--- config.mk ---
export PLATFORM = sky130hd
export DESIGN_NAME = gcd_arbiter
export DESIGN_NICKNAME = d
export VERILOG_FILES = /design/src/rtl/gcd_arb_pkg.sv /design/src/rtl/gcd_rr_arbiter.sv /design/src/rtl/gcd_arbiter.sv
export SDC_FILE = /design/constraint.sdc
export NUM_CORES = 1
export LEC_CHECK = 0
export CAP_MARGIN = 25
export CORE_AREA = 2 2 156 158
export CTS_CLUSTER_DIAMETER = 150
export DETAILED_ROUTE_END_ITERATION = 6
export DIE_AREA = 0 0 158 160
export PLACE_DENSITY = 0.62
export RECOVER_POWER = 50
export SLEW_MARGIN = 10
export SYNTH_ARGS = -nofsm -noshare
export SYNTH_HDL_FRONTEND = slang
export SYNTH_SLANG_ARGS = --single-unit
--- constraint.sdc ---
create_clock -name clk -period 3.65 [get_ports clk]
set_clock_uncertainty 0.15 [all_clocks]
set_input_delay 0.365 -clock clk [delete_from_list [all_inputs] [get_ports clk]]
set_output_delay 0.365 -clock clk [all_outputs]
set_load 0.02 [all_outputs]
--- src/rtl/gcd_arb_pkg.sv ---
// Shared types and helpers for the GCD coprocessor arbiter.
package gcd_arb_pkg;

  localparam int unsigned STAT_W = 16;

  // Bit width needed to index n items, never less than one bit.
  function automatic int unsigned clog2_min1(input int unsigned n);
    return (n < 3) ? 32'd1 : 32'($clog2(n));
  endfunction

endpackage

--- src/rtl/gcd_rr_arbiter.sv ---
// Combinational round-robin pick: first requester at or after ptr, wrapping modulo N.
module gcd_rr_arbiter
  import gcd_arb_pkg::*;
#(
  parameter int unsigned N   = 4,
  parameter int unsigned IDW = 2
) (
  input  logic [N-1:0]   req,
  input  logic [IDW-1:0] ptr,
  output logic [N-1:0]   gnt_onehot,
  output logic [IDW-1:0] gnt_id,
  output logic           any
);

  logic [IDW-1:0] idx;

  // Scan from the farthest offset down so the nearest requester to ptr wins.
  always_comb begin
    idx    = '0;
    gnt_id = '0;
    any    = 1'b0;
    for (int k = N - 1; k >= 0; k--) begin
      idx = IDW'((32'(ptr) + 32'(k)) % N);
      if (req[idx]) begin
        gnt_id = idx;
        any    = 1'b1;
      end
    end
    gnt_onehot = any ? (N'(1) << gnt_id) : '0;
  end

endmodule

--- src/rtl/gcd_arbiter.sv ---
// Shares one in-order GCD coprocessor between N requesters with round-robin issue and tag-based result steering.
// Optional per-requester issue/completion counters: define GCD_ARBITER_STATS_EN.
module gcd_arbiter
  import gcd_arb_pkg::*;
#(
  parameter int unsigned W         = 32,
  parameter int unsigned N         = 4,
  parameter int unsigned TAG_DEPTH = 4
) (
  input  logic             clk,
  input  logic             reset,
  input  logic [N-1:0]     req_val,
  output logic [N-1:0]     req_rdy,
  input  logic [N*W-1:0]   req_bits_A,
  input  logic [N*W-1:0]   req_bits_B,
  output logic [N-1:0]     resp_val,
  input  logic [N-1:0]     resp_rdy,
  output logic [W-1:0]     resp_bits,
  output logic             cop_operands_val,
  input  logic             cop_operands_rdy,
  output logic [W-1:0]     cop_operands_bits_A,
  output logic [W-1:0]     cop_operands_bits_B,
  input  logic             cop_result_val,
  output logic             cop_result_rdy,
  input  logic [W-1:0]     cop_result_bits
`ifdef GCD_ARBITER_STATS_EN
  ,
  output logic [N*STAT_W-1:0] stat_issued,
  output logic [N*STAT_W-1:0] stat_completed
`endif
);

  localparam int unsigned IDW = clog2_min1(N);
  localparam int unsigned PW  = clog2_min1(TAG_DEPTH);
  localparam int unsigned CW  = clog2_min1(TAG_DEPTH + 1);

  logic [IDW-1:0] rr_ptr;
  logic [IDW-1:0] tag_q [TAG_DEPTH];
  logic [PW-1:0]  head;
  logic [PW-1:0]  tail;
  logic [CW-1:0]  count;

  logic [N-1:0]   gnt_onehot;
  logic [IDW-1:0] gnt_id;
  logic           gnt_any;
  logic           can_issue;
  logic           has_tag;
  logic [IDW-1:0] head_id;
  logic           push;
  logic           pop;

  gcd_rr_arbiter #(
    .N   (N),
    .IDW (IDW)
  ) u_rr (
    .req        (req_val),
    .ptr        (rr_ptr),
    .gnt_onehot (gnt_onehot),
    .gnt_id     (gnt_id),
    .any        (gnt_any)
  );

  // Issue side never looks at the result handshake, keeping the two paths independent.
  assign can_issue        = (count < CW'(TAG_DEPTH));
  assign cop_operands_val = can_issue & gnt_any;
  assign req_rdy          = gnt_onehot & {N{can_issue & cop_operands_rdy}};
  assign push             = cop_operands_val & cop_operands_rdy;

  always_comb begin
    cop_operands_bits_A = '0;
    cop_operands_bits_B = '0;
    for (int i = 0; i < N; i++) begin
      if (gnt_onehot[i]) begin
        cop_operands_bits_A = req_bits_A[i*W +: W];
        cop_operands_bits_B = req_bits_B[i*W +: W];
      end
    end
  end

  // Results complete in issue order, so the queue head names the owner.
  assign has_tag        = (count != '0);
  assign head_id        = tag_q[head];
  assign resp_val       = (cop_result_val & has_tag) ? (N'(1) << head_id) : '0;
  assign cop_result_rdy = has_tag & resp_rdy[head_id];
  assign resp_bits      = cop_result_bits;
  assign pop            = cop_result_val & cop_result_rdy;

  always_ff @(posedge clk) begin
    if (reset) begin
      rr_ptr <= '0;
      head   <= '0;
      tail   <= '0;
      count  <= '0;
    end else begin
      if (push) begin
        tail   <= (tail == PW'(TAG_DEPTH - 1)) ? '0 : tail + PW'(1);
        rr_ptr <= (gnt_id == IDW'(N - 1)) ? '0 : gnt_id + IDW'(1);
      end
      if (pop) begin
        head <= (head == PW'(TAG_DEPTH - 1)) ? '0 : head + PW'(1);
      end
      case ({push, pop})
        2'b10:   count <= count + CW'(1);
        2'b01:   count <= count - CW'(1);
        default: count <= count;
      endcase
    end
  end

  // Tag storage needs no reset; entries are only read while count covers them.
  always_ff @(posedge clk) begin
    if (push) begin
      tag_q[tail] <= gnt_id;
    end
  end

`ifdef GCD_ARBITER_STATS_EN
  for (genvar g = 0; g < N; g++) begin : g_stat
    logic [STAT_W-1:0] issued_q;
    logic [STAT_W-1:0] completed_q;

    always_ff @(posedge clk) begin
      if (reset) begin
        issued_q    <= '0;
        completed_q <= '0;
      end else begin
        if (push && (gnt_id == IDW'(g)) && (issued_q != '1)) begin
          issued_q <= issued_q + STAT_W'(1);
        end
        if (pop && (head_id == IDW'(g)) && (completed_q != '1)) begin
          completed_q <= completed_q + STAT_W'(1);
        end
      end
    end

    assign stat_issued[g*STAT_W +: STAT_W]    = issued_q;
    assign stat_completed[g*STAT_W +: STAT_W] = completed_q;
  end
`endif

endmodule
==> flow_summary.yaml, run 1 <==
power:
  switchingPower_w: 0.00116
  swShare_pct: 43.1
  pwr-share-seq_pct: 10.9
  p_per_area_nw_per_um2: 342
  pwr-share-clk_pct: 8.3
  leakagePower_nw: 3.45
  internal-power_w: 0.00154
  ir_drop_v: 0.000204
  comb_power_share_pct: 80.8
finish:
  finalNonFillerCells: 1207
  antenna_cells: 0
  syn_to_final_growth_pct: 105
  fin_nets: 1195
  drive_gt1_share_pct: 8.38
  nFillCells: 2586
synthesis:
  synthXorXnorAreaFrac_pct: 0.454
  syn_avg_cell_area_um2: 6.74
  yosysUniqueCellTypes: 36
  synth_edf_count: 8
  synth.area.top_cells: "a211o_1 (15%), a221oi_1 (15%), nor2b_1 (10%)"
  synthMuxAreaShare_pct: 3.73
  synth_ff_type: "dfxtp_1"
  synth_area_leader_cell: "a211o_1"
  syn_area_um2: 3850
  yosysSeqAreaShare_pct: 11.9
  synth-seq-cells: 19
  synthAdderAreaFrac_pct: 3.77
  synth_nets: 883
  synthArstFlopShare_pct: 0
  synth_top_family_by_area: "compound AO/OA/AOI/OAI gates"
  synth-compound-area-share_pct: 39.5
  yosysWarnings: 0
  synthTopCellsByCount: "inv_1 (74), a21oi_1 (69), nand2_1 (65)"
  synth-simple-area-share_pct: 21.2
  synth_most_common_cell: "inv_1"
  yosysTopAreaCellShare_pct: 14.5
  syn_inst: 572
worst_hold_path:
  hold_end: "head[1]"
  hold-path-cell-count: 2
  hold_class: "flop to flop"
  min-delay-start: "head[1]"
floorplanning:
  die-area_um2: 25300
  io-pin-count: 406
  start_util_pct: 16.2
  die_x_um: 158
  placeableCoreArea_um2: 23800
  std_cell_rows: 57
  die_h_um: 160
critical_path:
  critPathCaptureType: "primary output"
  crit_path_top_delay_cell: "nor4_1"
  cp-start-kind: "input pin"
  required_ns: 3.13
  regToRegSetupSlack_ns: 0.54
  regToRegEndpoint: "count[2]"
  cp_max_fo: 26
  cp_top_family: "buffers and inverters"
  cp_slowest_stage_delay_ns: 0.79
  rr_worst_depth: 9
  worstPathArrival_ns: 2.96
  path_cells: "clkdlybuf4s50_1 -> clkbuf_4 -> nor4_1 -> clkbuf_4 -> nor2_1 -> clkdlybuf4s50_1"
  crit_buf_inv: 4
  critical_path_class: "input pin to primary output"
sta:
  hold_viol_final: 0
  tightest_slew_ns: 0.915
  grt_setup_unrepaired: "no"
  max_slew_margin_pct: 38.5
  fin_crit_sh_pct: 95.2
  finalSetupViolations: 0
  period_needed_ns: 3.48
  setup_tns_ns: 0
  drv_slew: 0
  fmax_mhz: 288
routing:
  ant_nets: 0
  wl_um: 18200
  viasPerCell: 4.34
  drc: 0
  wire_per_inst_um: 15.1
  first_pass_iters: 4
  via_count: 5235
  first_iter_violations: 244
clock_network:
  root_buffer: "clkbuf_16"
  tritoncts: "done"
  htreeDepth: 1
  clk_latency_ns: 0.25
  clkSinkCount: 19
  clk_pin_slew_ns: 0.05
  cts_made_buffers: 3
  post_cts_buffers: 0
  cts.path.max_buffers: 2
  ctsHoldBuffers: 0
global_route:
  grt_pass1_vias: 5213
  grt.total_usage_pct: 13.5
  antenna_found_initial: 0
  grt_max_degree: 60
  grt_pass1_wl_um: 27500
  grt_overflow: 0
placed_design:
  place_inst: 1203
  place.gp.congestion: 0.814
  io_buffers: 341
  place_hpwl_um: 14700
run_status:
  outcome: "finished clean"
flow_run:
  cap_violations: 0
-- cells by family (layout without fill, tap and decap cells) --
| group | Yosys count | in the layout |
|---|---|---|
| AO/OA/AOI/OAI | 204 | 204 |
| buffers and inverters | 164 | 475 |
| AND/OR/NAND/NOR | 161 | 161 |
| flip-flops | 19 | 19 |
| adder cells (fa/ha/maj) | 11 | 11 |
| multiplexers | 11 | 11 |
| XOR/XNOR | 2 | 2 |
-- how the worst max path moves through the flow --
stage               start                 endpoint  slack (ns)  cells after the start
2_1_floorplan   rr_ptr[1]  cop_operands_bits_B[10]        0.36                     10
3_3_place_gp   req_val[0]  cop_operands_bits_A[22]       -0.32                     11
3_5_place_dp   req_val[0]  cop_operands_bits_A[12]       -0.28                     12
4_1_cts        req_val[0]  cop_operands_bits_B[15]      0.0008                     11
5_1_grt        req_val[0]  cop_operands_bits_B[26]        0.03                     12
6_report       req_val[2]         cop_operands_val        0.17                      6
-- stage by stage --
| stage | cell area (um2) | util [%] | hold WS (ns) | worst slack, ns | power [W] |
|---|---|---|---|---|---|
| 4_1_cts | 7860 | 33.0 | 0.359 | 0.000814 | 0.00274 |
| 2_1_floorplan | 3850 | - | 0.318 | 0.359 | 0.00155 |
| 3_5_place_dp | 7810 | 32.8 | 0.350 | -0.277 | 0.00263 |
| 6_report | 7890 | 33.1 | 0.357 | 0.174 | 0.00270 |
| 3_3_place_gp | 7810 | 32.8 | 0.340 | -0.321 | 0.00262 |
| 5_1_grt | 7890 | 33.1 | 0.406 | 0.0251 | 0.00292 |
-- what timing repair did --
| item | in CTS | in global routing |
|---|---|---|
| setup endpoints to repair | 64 | 13 |
| endpoints found under the hold margin | 0 | 0 |
| gates resized for setup | 58 | 18 |
-- layer usage --
layer	track usage [%]	routed length, um
met5	0	0
met3	2.44	1250
met2	24.6	8990
met4	2.29	289
met1	16.5	7650
-- power groups by stage --
stage / clock [W] / sequential [W] / combinational (W)
CTS: 0.000226 / 0.000296 / 0.00222
floorplan: 0 / 0.000290 / 0.00126
global placement: 0 / 0.000297 / 0.00233
detailed placement: 0 / 0.000299 / 0.00233
finish: 0.000223 / 0.000295 / 0.00218
global route: 0.000234 / 0.000301 / 0.00238
-- worst register-to-register path, stage by stage (launching register included) --
cell and delay (ns):
dfxtp_1 0.39, mux4_2 0.55, or2_0 0.27, o22ai_1 0.37
ha_1 0.27, inv_1 0.06, fa_1 0.38, xor2_1 0.16
or3_1 0.30, a21oi_1 0.13
-- cell type report --
type / instances / area [um2] / share of cell area [%]
sequential: 19 / 460 / 5.83
inverter: 74 / 278 / 3.52
tap: 324 / 405 / 5.14
timing repair buffer: 397 / 3950 / 50.0
clock buffer: 4 / 78.8 / 0.999
multi-input combinational: 389 / 2720 / 34.5
-- cells in the final DEF (no fill, tap or decap), types with 9 or more instances in the layout --
master           synthesis  routed
nor2b_1                 64      62
clkdlybuf4s50_1          0     271
a211o_1                 64      64
a221oi_1                64      60
buf_12                   0       9
nand2_1                 65      65
a21oi_1                 69      69
dfxtp_1                 11      11
buf_4                   32      42
inv_1                   74      74
dlymetal6s2s_1           0      12
dlygate4sd2_1            0      52
nor2_1                  14      14
No activity file was read; power rests on OpenSTA's default activity.
==> run 2, diff against run 1 <==
--- a/config.mk
+++ b/config.mk
@@ -6,10 +6,10 @@
 export NUM_CORES = 1
 export LEC_CHECK = 0
 export CAP_MARGIN = 25
-export CORE_AREA = 2 2 156 158
+export CORE_AREA = 2 2 159 161
 export CTS_CLUSTER_DIAMETER = 150
 export DETAILED_ROUTE_END_ITERATION = 6
-export DIE_AREA = 0 0 158 160
+export DIE_AREA = 0 0 161 163
 export PLACE_DENSITY = 0.62
 export RECOVER_POWER = 50
 export SLEW_MARGIN = 10
==> constraint.sdc (replaced) <==
create_clock -name clk -period 2.8 [get_ports clk]
set_clock_uncertainty 0.15 [all_clocks]
set_input_delay 0.28 -clock clk [delete_from_list [all_inputs] [get_ports clk]]
set_output_delay 0.28 -clock clk [all_outputs]
set_load 0.02 [all_outputs]
==> run 2 against run 1 <==
The run now ends with setup timing left. Count of clock-buffer cells in the layout decreased by 1. Final cell count increased by 4.8%. Worst setup slack got worse by 0.31 ns. Via count increased by 7.2%. Largest power group unchanged. Routed wire length increased by 21%. Critical endpoint is now cop_operands_bits_A[0]. Highest routed layer unchanged. Combinational power increased by 79%.
==> flow_summary.yaml, run 2 (synthesis gave the netlist of run 1 again) <==
run_status:
  outcome: "finished, violations left"
  violations: "setup timing"
clock_network:
  cts.path.max_buffers: 2
  clk_latency_ns: 0.25
  htreeDepth: 1
  tritoncts: "done"
  cts_made_buffers: 3
  root_buffer: "clkbuf_16"
  clk_pin_slew_ns: 0.06
  clkSinkCount: 19
  ctsHoldBuffers: 0
power:
  switchingPower_w: 0.00193
  leakagePower_nw: 4.00
  p_per_area_nw_per_um2: 483
  pwr-share-seq_pct: 8.4
  pwr-share-clk_pct: 6.5
  ir_drop_v: 0.000308
  swShare_pct: 42.0
  comb_power_share_pct: 85.1
  internal-power_w: 0.00267
routing:
  drc: 0
  first_pass_iters: 4
  ant_nets: 0
  wire_per_inst_um: 17.4
  via_count: 5612
  wl_um: 22000
  viasPerCell: 4.44
  first_iter_violations: 223
worst_hold_path:
  hold_class: "flop to flop"
critical_path:
  cp_top_family: "buffers and inverters"
  cp-start-kind: "flop"
  cp_slowest_stage_delay_ns: 0.38
  crit_buf_inv: 5
  critical_path_class: "flop to primary output"
  critPathCaptureType: "primary output"
  worstPathArrival_ns: 2.51
  cp_max_fo: 8
  path_cells: "nand2_1 -> a21oi_1 -> nor3_2 -> buf_4 -> ha_4 -> buf_12 -> buf_12 -> buf_6 -> nor2b_1 -> a221oi_2 -> a211o_1 -> a21oi_2 -> buf_4"
  crit_path_top_delay_cell: "dfxtp_4"
  regToRegSetupSlack_ns: 0.12
  required_ns: 2.37
placed_design:
  place.gp.congestion: 0.856
  io_buffers: 341
  place_inst: 1224
  place_hpwl_um: 15500
sta:
  grt_setup_unrepaired: "yes"
  setup_tns_ns: -5.10
  tightest_slew_ns: 0.433
  fin_ws_ns: -0.136
  hold_viol_final: 0
  max_slew_margin_pct: 71.1
  finalSetupViolations: 62
  drv_slew: 0
  period_needed_ns: 2.94
  fmax_mhz: 341
  fin_crit_sh_pct: 105
floorplanning:
  die_x_um: 161
  die-area_um2: 26200
  io-pin-count: 406
  std_cell_rows: 58
  die_h_um: 163
  placeableCoreArea_um2: 24700
  start_util_pct: 15.6
global_route:
  grt_max_degree: 42
  grt_pass1_vias: 5570
  grt_overflow: 0
  antenna_found_initial: 0
  grt.total_usage_pct: 14.6
  grt_pass1_wl_um: 30700
finish:
  syn_to_final_growth_pct: 147
  fin_nets: 1247
  antenna_cells: 0
  drive_gt1_share_pct: 38.0
  layout_common_cells: "clkdlybuf4s50_1 (268), buf_4 (80), inv_1 (71)"
  finalNonFillerCells: 1265
  final_common_cell: "clkdlybuf4s50_1"
flow_run:
  cap_violations: 0
==> run 2: cell types whose count changed in the layout (fill, tap and decap cells not counted), sizes merged <==
cell / delta
clkdlybuf4s15: +1
clkinvlp: +1
buf: +114
clkbuf: +3
clkdlybuf4s50: -3
dlygate4sd2: -48
dlymetal6s2s: -10
dlygate4sd3: -6
==> run 2: worst register-to-register path: stages (launching register included) <==
cell and delay [ns]:
dfxtp_2 0.35, mux4_2 0.51, or2_4 0.26, o22ai_4 0.19, ha_2 0.21, inv_2 0.04
fa_2 0.32, xor2_1 0.15, or3_1 0.31, a21oi_1 0.11
==> run 2: worst paths after layout <==
path,cells after the start,from,end
worst max-delay path,13,rr_ptr[1],cop_operands_bits_A[0]
worst min register to register,2,head[1],head[1]
worst min-delay path,2,head[1],head[1]
worst max register to register,9,flop,count[2]
==> run 2: layout make-up <==
class,count,area (um2)
fillers,2581,15200
repair buffers,449,4790
multi-input cells,389,3490
flip-flops and latches,19,465
well taps,330,413
inverters,74,278
clock buffers,3,75.1
clock inverters,1,7.51
==> run 2: what timing repair did <==
| action | in CTS | in global routing |
|---|---|---|
| gates resized for setup | 434 | 109 |
| setup endpoints to repair | 71 | 70 |
| setup buffers | 22 | 6 |
| pin swaps | 134 | 81 |
| endpoints found under the hold margin | 0 | 0 |
| cloned | 8 | 5 |
==> run 2: power by group through the flow <==
stage	combinational, W	clock (W)	sequential, W
after floorplan	0.00180	0	0.000378
after CTS	0.00359	0.000301	0.000386
after detailed placement	0.00326	0	0.000389
final	0.00391	0.000299	0.000386
after global placement	0.00324	0	0.000386
after global routing	0.00417	0.000314	0.000394
==> run 2: layer usage <==
| metal | up-vias | global-route usage (%) | share of wire [%] |
|---|---|---|---|
| li1 | 2733 | - | - |
| met1 | 2640 | 17.9 | 42 |
| met2 | 212 | 26.9 | 51 |
| met3 | 27 | 2.57 | 5.4 |
| met4 | 0 | 2.76 | 1.6 |
| met5 | - | 0 | 0 |
==> run 2: through the flow <==
step / power [W] / util (%) / worst slack [ns] / instance area (um2) / hold slack (ns)
3_5_place_dp: 0.00365 / 33.1 / -0.855 / 8180 / 0.361
2_1_floorplan: 0.00218 / - / 0.0460 / 4090 / 0.318
6_report: 0.00460 / 38.6 / -0.136 / 9520 / 0.356
5_1_grt: 0.00488 / 38.6 / -0.299 / 9520 / 0.395
4_1_cts: 0.00428 / 36.3 / -0.153 / 8960 / 0.369
3_3_place_gp: 0.00363 / 33.1 / -0.843 / 8180 / 0.336
==> run 3, diff against run 2 <==
==> constraint.sdc (replaced) <==
create_clock -name clk -period 2.4 [get_ports clk]
set_clock_uncertainty 0.15 [all_clocks]
set_input_delay 0.24 -clock clk [delete_from_list [all_inputs] [get_ports clk]]
set_output_delay 0.24 -clock clk [all_outputs]
set_load 0.02 [all_outputs]
==> run 3 against run 2 <==
The flow still finishes with violations (setup timing). Sequential power grew 15%. First-iteration DRC count grew 32%. Flip-flop and latch count is the same. Worst setup slack lost 0.42 ns. Via count grew 1.2%.
==> flow_summary.yaml, run 3 (synthesis gave the netlist of run 1 again) <==
critical_path:
  cp_max_fo: 6
  crit_buf_inv: 6
  regToRegEndpoint: "count[2]"
  path_cells: "buf_4 -> nor3b_2 -> nor3_2 -> buf_4 -> ha_4 -> buf_6 -> buf_16 -> buf_4 -> nor2b_4 -> a221oi_4 -> a211o_1 -> a21oi_4 -> buf_6"
  rr_worst_depth: 9
  cp_slowest_stage_delay_ns: 0.36
  regToRegSetupSlack_ns: -0.28
  crit_top_cell: "buf_4"
  required_ns: 2.01
  worstPathArrival_ns: 2.57
  cp-start-kind: "flop"
  cp_top_family: "buffers and inverters"
  crit_path_top_delay_cell: "dfxtp_4"
  startpoint: "rr_ptr[1]"
  critical_path_class: "flop to primary output"
  cp_num_cells: 13
  crit_path_end: "cop_operands_bits_A[7]"
  critPathCaptureType: "primary output"
routing:
  viasPerCell: 4.36
  wl_um: 23300
  drc: 0
  wire_per_inst_um: 17.9
  first_pass_iters: 4
  ant_nets: 0
  via_count: 5682
  first_iter_violations: 295
worst_hold_path:
  hold_class: "input pin to primary output"
placed_design:
  place_hpwl_um: 16800
  place.gp.congestion: 0.795
  io_buffers: 341
  place_area_um2: 9340
  place_inst: 1251
power:
  pwr-share-seq_pct: 7.0
  comb_power_share_pct: 87.6
  p_per_area_nw_per_um2: 582
  internal-power_w: 0.00369
  swShare_pct: 41.4
  leakagePower_nw: 4.38
  finalPower_w: 0.00629
  pwr-share-clk_pct: 5.3
  ir_drop_v: 0.000345
  switchingPower_w: 0.00260
clock_network:
  clkSinkCount: 19
  cts.path.max_buffers: 2
  clk_pin_slew_ns: 0.05
  clk_latency_ns: 0.25
  ctsHoldBuffers: 0
  root_buffer: "clkbuf_16"
  cts_made_buffers: 3
  htreeDepth: 1
  tritoncts: "done"
sta:
  tightest_slew_ns: 0.401
  fin_ws_ns: -0.556
  hold_viol_final: 0
  fmax_mhz: 338
  setup_tns_ns: -31.07
  finalSetupViolations: 69
  hold_slack_ns: 0.330
  drv_slew: 0
  max_slew_margin_pct: 73.2
  grt_setup_unrepaired: "yes"
  period_needed_ns: 2.96
  fin_crit_sh_pct: 123
global_route:
  antenna_found_initial: 0
  grt_overflow: 0
  grt_pass1_vias: 5746
  grt.total_usage_pct: 15.7
  grt_pass1_wl_um: 32600
  grt_max_degree: 29
finish:
  final_common_cell: "clkdlybuf4s50_1"
  seq_area_um2: 465
  syn_to_final_growth_pct: 180
  antenna_cells: 0
  post-route-cell-area_um2: 10800
  nFillCells: 2352
  layout_common_cells: "clkdlybuf4s50_1 (263), buf_6 (98), inv_1 (71)"
  drive_gt1_share_pct: 42.9
  finalNonFillerCells: 1304
  fin_nets: 1286
  multi_input_area_um2: 4250
floorplanning:
  std_cell_rows: 58
  placeableCoreArea_um2: 24700
  start_util_pct: 15.6
  die_h_um: 163
  die_x_um: 161
  io-pin-count: 406
  die-area_um2: 26200
flow_run:
  cap_violations: 0
run_status:
  violations: "setup timing"
  outcome: "finished, violations left"
[run 3: per-stage QoR]
| stage | util, % | setup WS [ns] |
|---|---|---|
| after detailed placement | 37.9 | -1.16 |
| after global placement | 37.9 | -1.12 |
| after floorplan | - | -0.279 |
| after global routing | 43.8 | -0.692 |
| after CTS | 42.2 | -0.662 |
| final | 43.8 | -0.556 |
[run 3: worst min path at each step]
stage	from	end	cells after the start
after global routing	cop_result_bits[16]	resp_bits[16]	0
after floorplan	head[1]	flop	2
after global placement	cop_result_bits[13]	resp_bits[13]	0
after CTS	cop_result_bits[13]	resp_bits[13]	0
final	cop_result_bits[24]	resp_bits[24]	0
after detailed placement	cop_result_bits[13]	resp_bits[13]	0
[run 3: what timing repair did]
| action | CTS | global route |
|---|---|---|
| cloned | 9 | 6 |
| setup buffers | 34 | 11 |
| pin swaps | 42 | 80 |
| setup endpoints to repair | 76 | 75 |
| gates resized for setup | 510 | 74 |
[run 3: per-layer routing]
layer | global-route usage [%] | wire (um) | vias up | share of wire (%)
met5 | 0 | 0 | - | 0
met4 | 1.58 | 225 | 0 | 0.97
met3 | 2.65 | 1510 | 16 | 6.5
met2 | 28.9 | 11800 | 235 | 51
met1 | 19.8 | 9780 | 2629 | 42
li1 | - | - | 2802 | -
[run 3: area by class of cell]
type / instances / area share, %
clock buffer: 3 / 0.695
timing repair buffer: 488 / 49.2
multi-input combinational: 389 / 39.4
tap: 330 / 3.82
clock inverter: 1 / 0.0463
sequential: 19 / 4.31
inverter: 74 / 2.59
[run 3: power groups by stage]
stage / Sequential [W] / Clock (W) / Combinational, W
finish: 0.000442 / 0.000334 / 0.00551
global route: 0.000452 / 0.000363 / 0.00583
CTS: 0.000443 / 0.000344 / 0.00529
detailed placement: 0.000448 / 0 / 0.00451
global placement: 0.000448 / 0 / 0.00448
floorplan: 0.000443 / 0 / 0.00271
==> edit, RTL diff (config.mk and constraints of run 1) <==
The parameter `TAG_DEPTH` goes from 4 to 8.
--- a/src/rtl/gcd_arbiter.sv
+++ b/src/rtl/gcd_arbiter.sv
@@ -5,7 +5,7 @@
 #(
   parameter int unsigned W         = 32,
   parameter int unsigned N         = 4,
-  parameter int unsigned TAG_DEPTH = 4
+  parameter int unsigned TAG_DEPTH = 8
 ) (
   input  logic             clk,
   input  logic             reset,
Formal check against the unedited RTL: same outputs for any inputs over 4 cycles, from zero or initial values and one cycle with reset high; that may be too few to reach the edited logic, so the function may still have changed.
==> edit against run 1 <==
  * Core utilization down 1.7 points
  * Total power up 6.9%
  * Sequential cell count up 12
  * Routed wire length up 12%
  * Synthesized area down 8.2%
  * Worst setup slack worse by 0.063 ns
  * Cell area down 5.2%
  * Critical endpoint is now cop_operands_bits_B[21]
  * Cell count down 6.5%
==> edit: results (changes against run 1) <==
.. list-table::
   :header-rows: 1

   * - Metric
     - Value
   * - Worst slack at placement
     - -0.4971 ns (was -0.2771 ns)
   * - Clock latency at the later pin of the worst-skew pair
     - 0.27 ns (was 0.25 ns)
   * - Length of routed met2 wiring
     - 10090 um (was 8991 um)
   * - CTS H-tree lvls
     - 2 (was 1)
   * - Count of distinct cell types in the synthesized netlist
     - 35 (was 36)
   * - WP data arrival
     - 3.02 ns (was 2.96 ns)
   * - Number of enable flip-flop cells after synthesis
     - 16 (was 8)
   * - Total length of routed met3 wires
     - 1553 um (was 1254 um)
   * - Total CTS buffers
     - 5 (was 3)
   * - Biggest fanout along the worst timing path
     - 6 (was 26)
   * - Cell count of the worst reg-to-reg path
     - 12 (was 9)
   * - Static power due to leakage
     - 2.864 nW (was 3.450 nW)
   * - Destination of the critical timing path
     - cop_operands_bits_B[21] (was cop_operands_val)
   * - Iteration count of the initial detailed-routing pass
     - 5 (was 4)
   * - Vias per cell
     - 4.330 (was 4.337)
   * - Met3 capacity usage during global routing
     - 3.229% (was 2.442%)
   * - Outcome
     - finished, final reports clean (unchanged)
   * - Antenna violations before repair
     - 3 (was 0)
   * - Net switching power
     - 1.186 mW (was 1.164 mW)
   * - Register-to-register setup slack
     - 0.21 ns (was 0.54 ns)
   * - Met1 Usage GRT
     - 18.72% (was 16.48%)
   * - Post-synthesis cell count
     - 477 (was 572)
   * - Leading cell types by total area after synthesis
     - sky130_fd_sc_hd__o21ai_0 19%, sky130_fd_sc_hd__a221o_1 18%, sky130_fd_sc_hd__edfxtp_1 14%, sky130_fd_sc_hd__dfxtp_1 8.5%, sky130_fd_sc_hd__nand2_1 8.1% (was sky130_fd_sc_hd__a211o_1 15%, sky130_fd_sc_hd__a221oi_1 15%, sky130_fd_sc_hd__nor2b_1 10%, sky130_fd_sc_hd__a21oi_1 9.0%, sky130_fd_sc_hd__inv_1 7.2%)
   * - Routed metal-1 wirelength
     - 8361 um (was 7646 um)
   * - Routed Wire Length
     - 20320 um (was 18180 um)
   * - Fraction of final layout cells sized beyond drive strength 1
     - 15.71% (was 8.381%)
   * - Shortest clock period the worst path allows after layout
     - 3.538 ns (was 3.476 ns)
   * - IR drop worst, VDD
     - 0.0002444 V (was 0.0002040 V)
   * - Critical path's slowest cell
     - sky130_fd_sc_hd__clkdlybuf4s50_1 (was sky130_fd_sc_hd__nor4_1)
   * - First-pass GRT wire length
     - 28100 um (was 27510 um)
   * - Top FF cell, synth
     - sky130_fd_sc_hd__edfxtp_1 (was sky130_fd_sc_hd__dfxtp_1)
   * - Pin count of the biggest net entering global routing
     - 55 (was 60)
==> edit: cell count changes after synthesis, moves of 6 or more <==
cell | run 1 | this run
sky130_fd_sc_hd__a211o_1 | 64 | 0
sky130_fd_sc_hd__nor2b_1 | 64 | 9
sky130_fd_sc_hd__o21ai_0 | 1 | 131
sky130_fd_sc_hd__nand2_1 | 65 | 76
sky130_fd_sc_hd__and2_1 | 8 | 1
sky130_fd_sc_hd__a21oi_1 | 69 | 10
sky130_fd_sc_hd__inv_1 | 74 | 6
sky130_fd_sc_hd__nand2b_1 | 2 | 8
sky130_fd_sc_hd__a221o_1 | 0 | 64
sky130_fd_sc_hd__a221oi_1 | 64 | 0
sky130_fd_sc_hd__buf_2 | 8 | 0
sky130_fd_sc_hd__edfxtp_1 | 8 | 16
==> edit: kinds of logic (layout without fill, tap and decap cells) <==
kind of cell,after synthesis,in the layout,share of synthesized area [%]
adders and majority gates,11,11,3.888
AOI/OAI and AO/OA,209,209,38.85
and+or+nand+nor,125,125,16.08
DFF,31,31,22.06
muxes,13,13,5.620
xor gates and xnor gates,4,4,0.9899
other,0,3,0
buffers and inverters,84,409,12.51
==> edit: timing repair <==
action                     4_1_cts  5_1_grt
resized for setup              104      151
cloned                           0        2
buffers inserted                 0        5
setup endpoints to repair       64       64
pin swaps                        0        1
==> edit: per-stage QoR <==
step | instance area (um2) | power [mW]
floorplan | 3540 | 1.522
global placement | 7461 | 2.582
detailed placement | 7461 | 2.591
CTS | 7590 | 2.921
finish | 7483 | 2.887
global route | 7481 | 3.080
==> edit: layout make-up <==
type | count | area, um2 | area share [%]
inverter | 7 | 26.28 | 0.3511
multi-input combinational | 362 | 2356 | 31.48
clock inverter | 3 | 38.79 | 0.5183
antenna | 3 | 7.507 | 0.1003
sequential | 31 | 782.0 | 10.45
tap | 324 | 405.4 | 5.417
clock buffer | 5 | 125.1 | 1.672
timing repair buffer | 394 | 3742 | 50.01
==> edit: how the worst min path moves through the flow <==
stage	from	to	cells past startpoint
floorplan	head[1]$_SDFFE_PP0N_	register	2
detailed placement	head[2]$_SDFFE_PP0N_	register	2
global route	head[2]$_SDFFE_PP0N_	head[2]$_SDFFE_PP0N_	2
CTS	head[2]$_SDFFE_PP0N_	head[2]$_SDFFE_PP0N_	2
global placement	head[1]$_SDFFE_PP0N_	head[1]$_SDFFE_PP0N_	2
finish	head[2]$_SDFFE_PP0N_	head[2]$_SDFFE_PP0N_	2
==> edit: power groups by stage <==
stage | Sequential [mW] | Combinational [mW] | Clock (mW)
floorplan | 0.448 | 1.07 | 0
global placement | 0.465 | 2.12 | 0
detailed placement | 0.467 | 2.12 | 0
CTS | 0.461 | 2.00 | 0.461
global route | 0.469 | 2.14 | 0.476
finish | 0.461 | 1.98 | 0.450
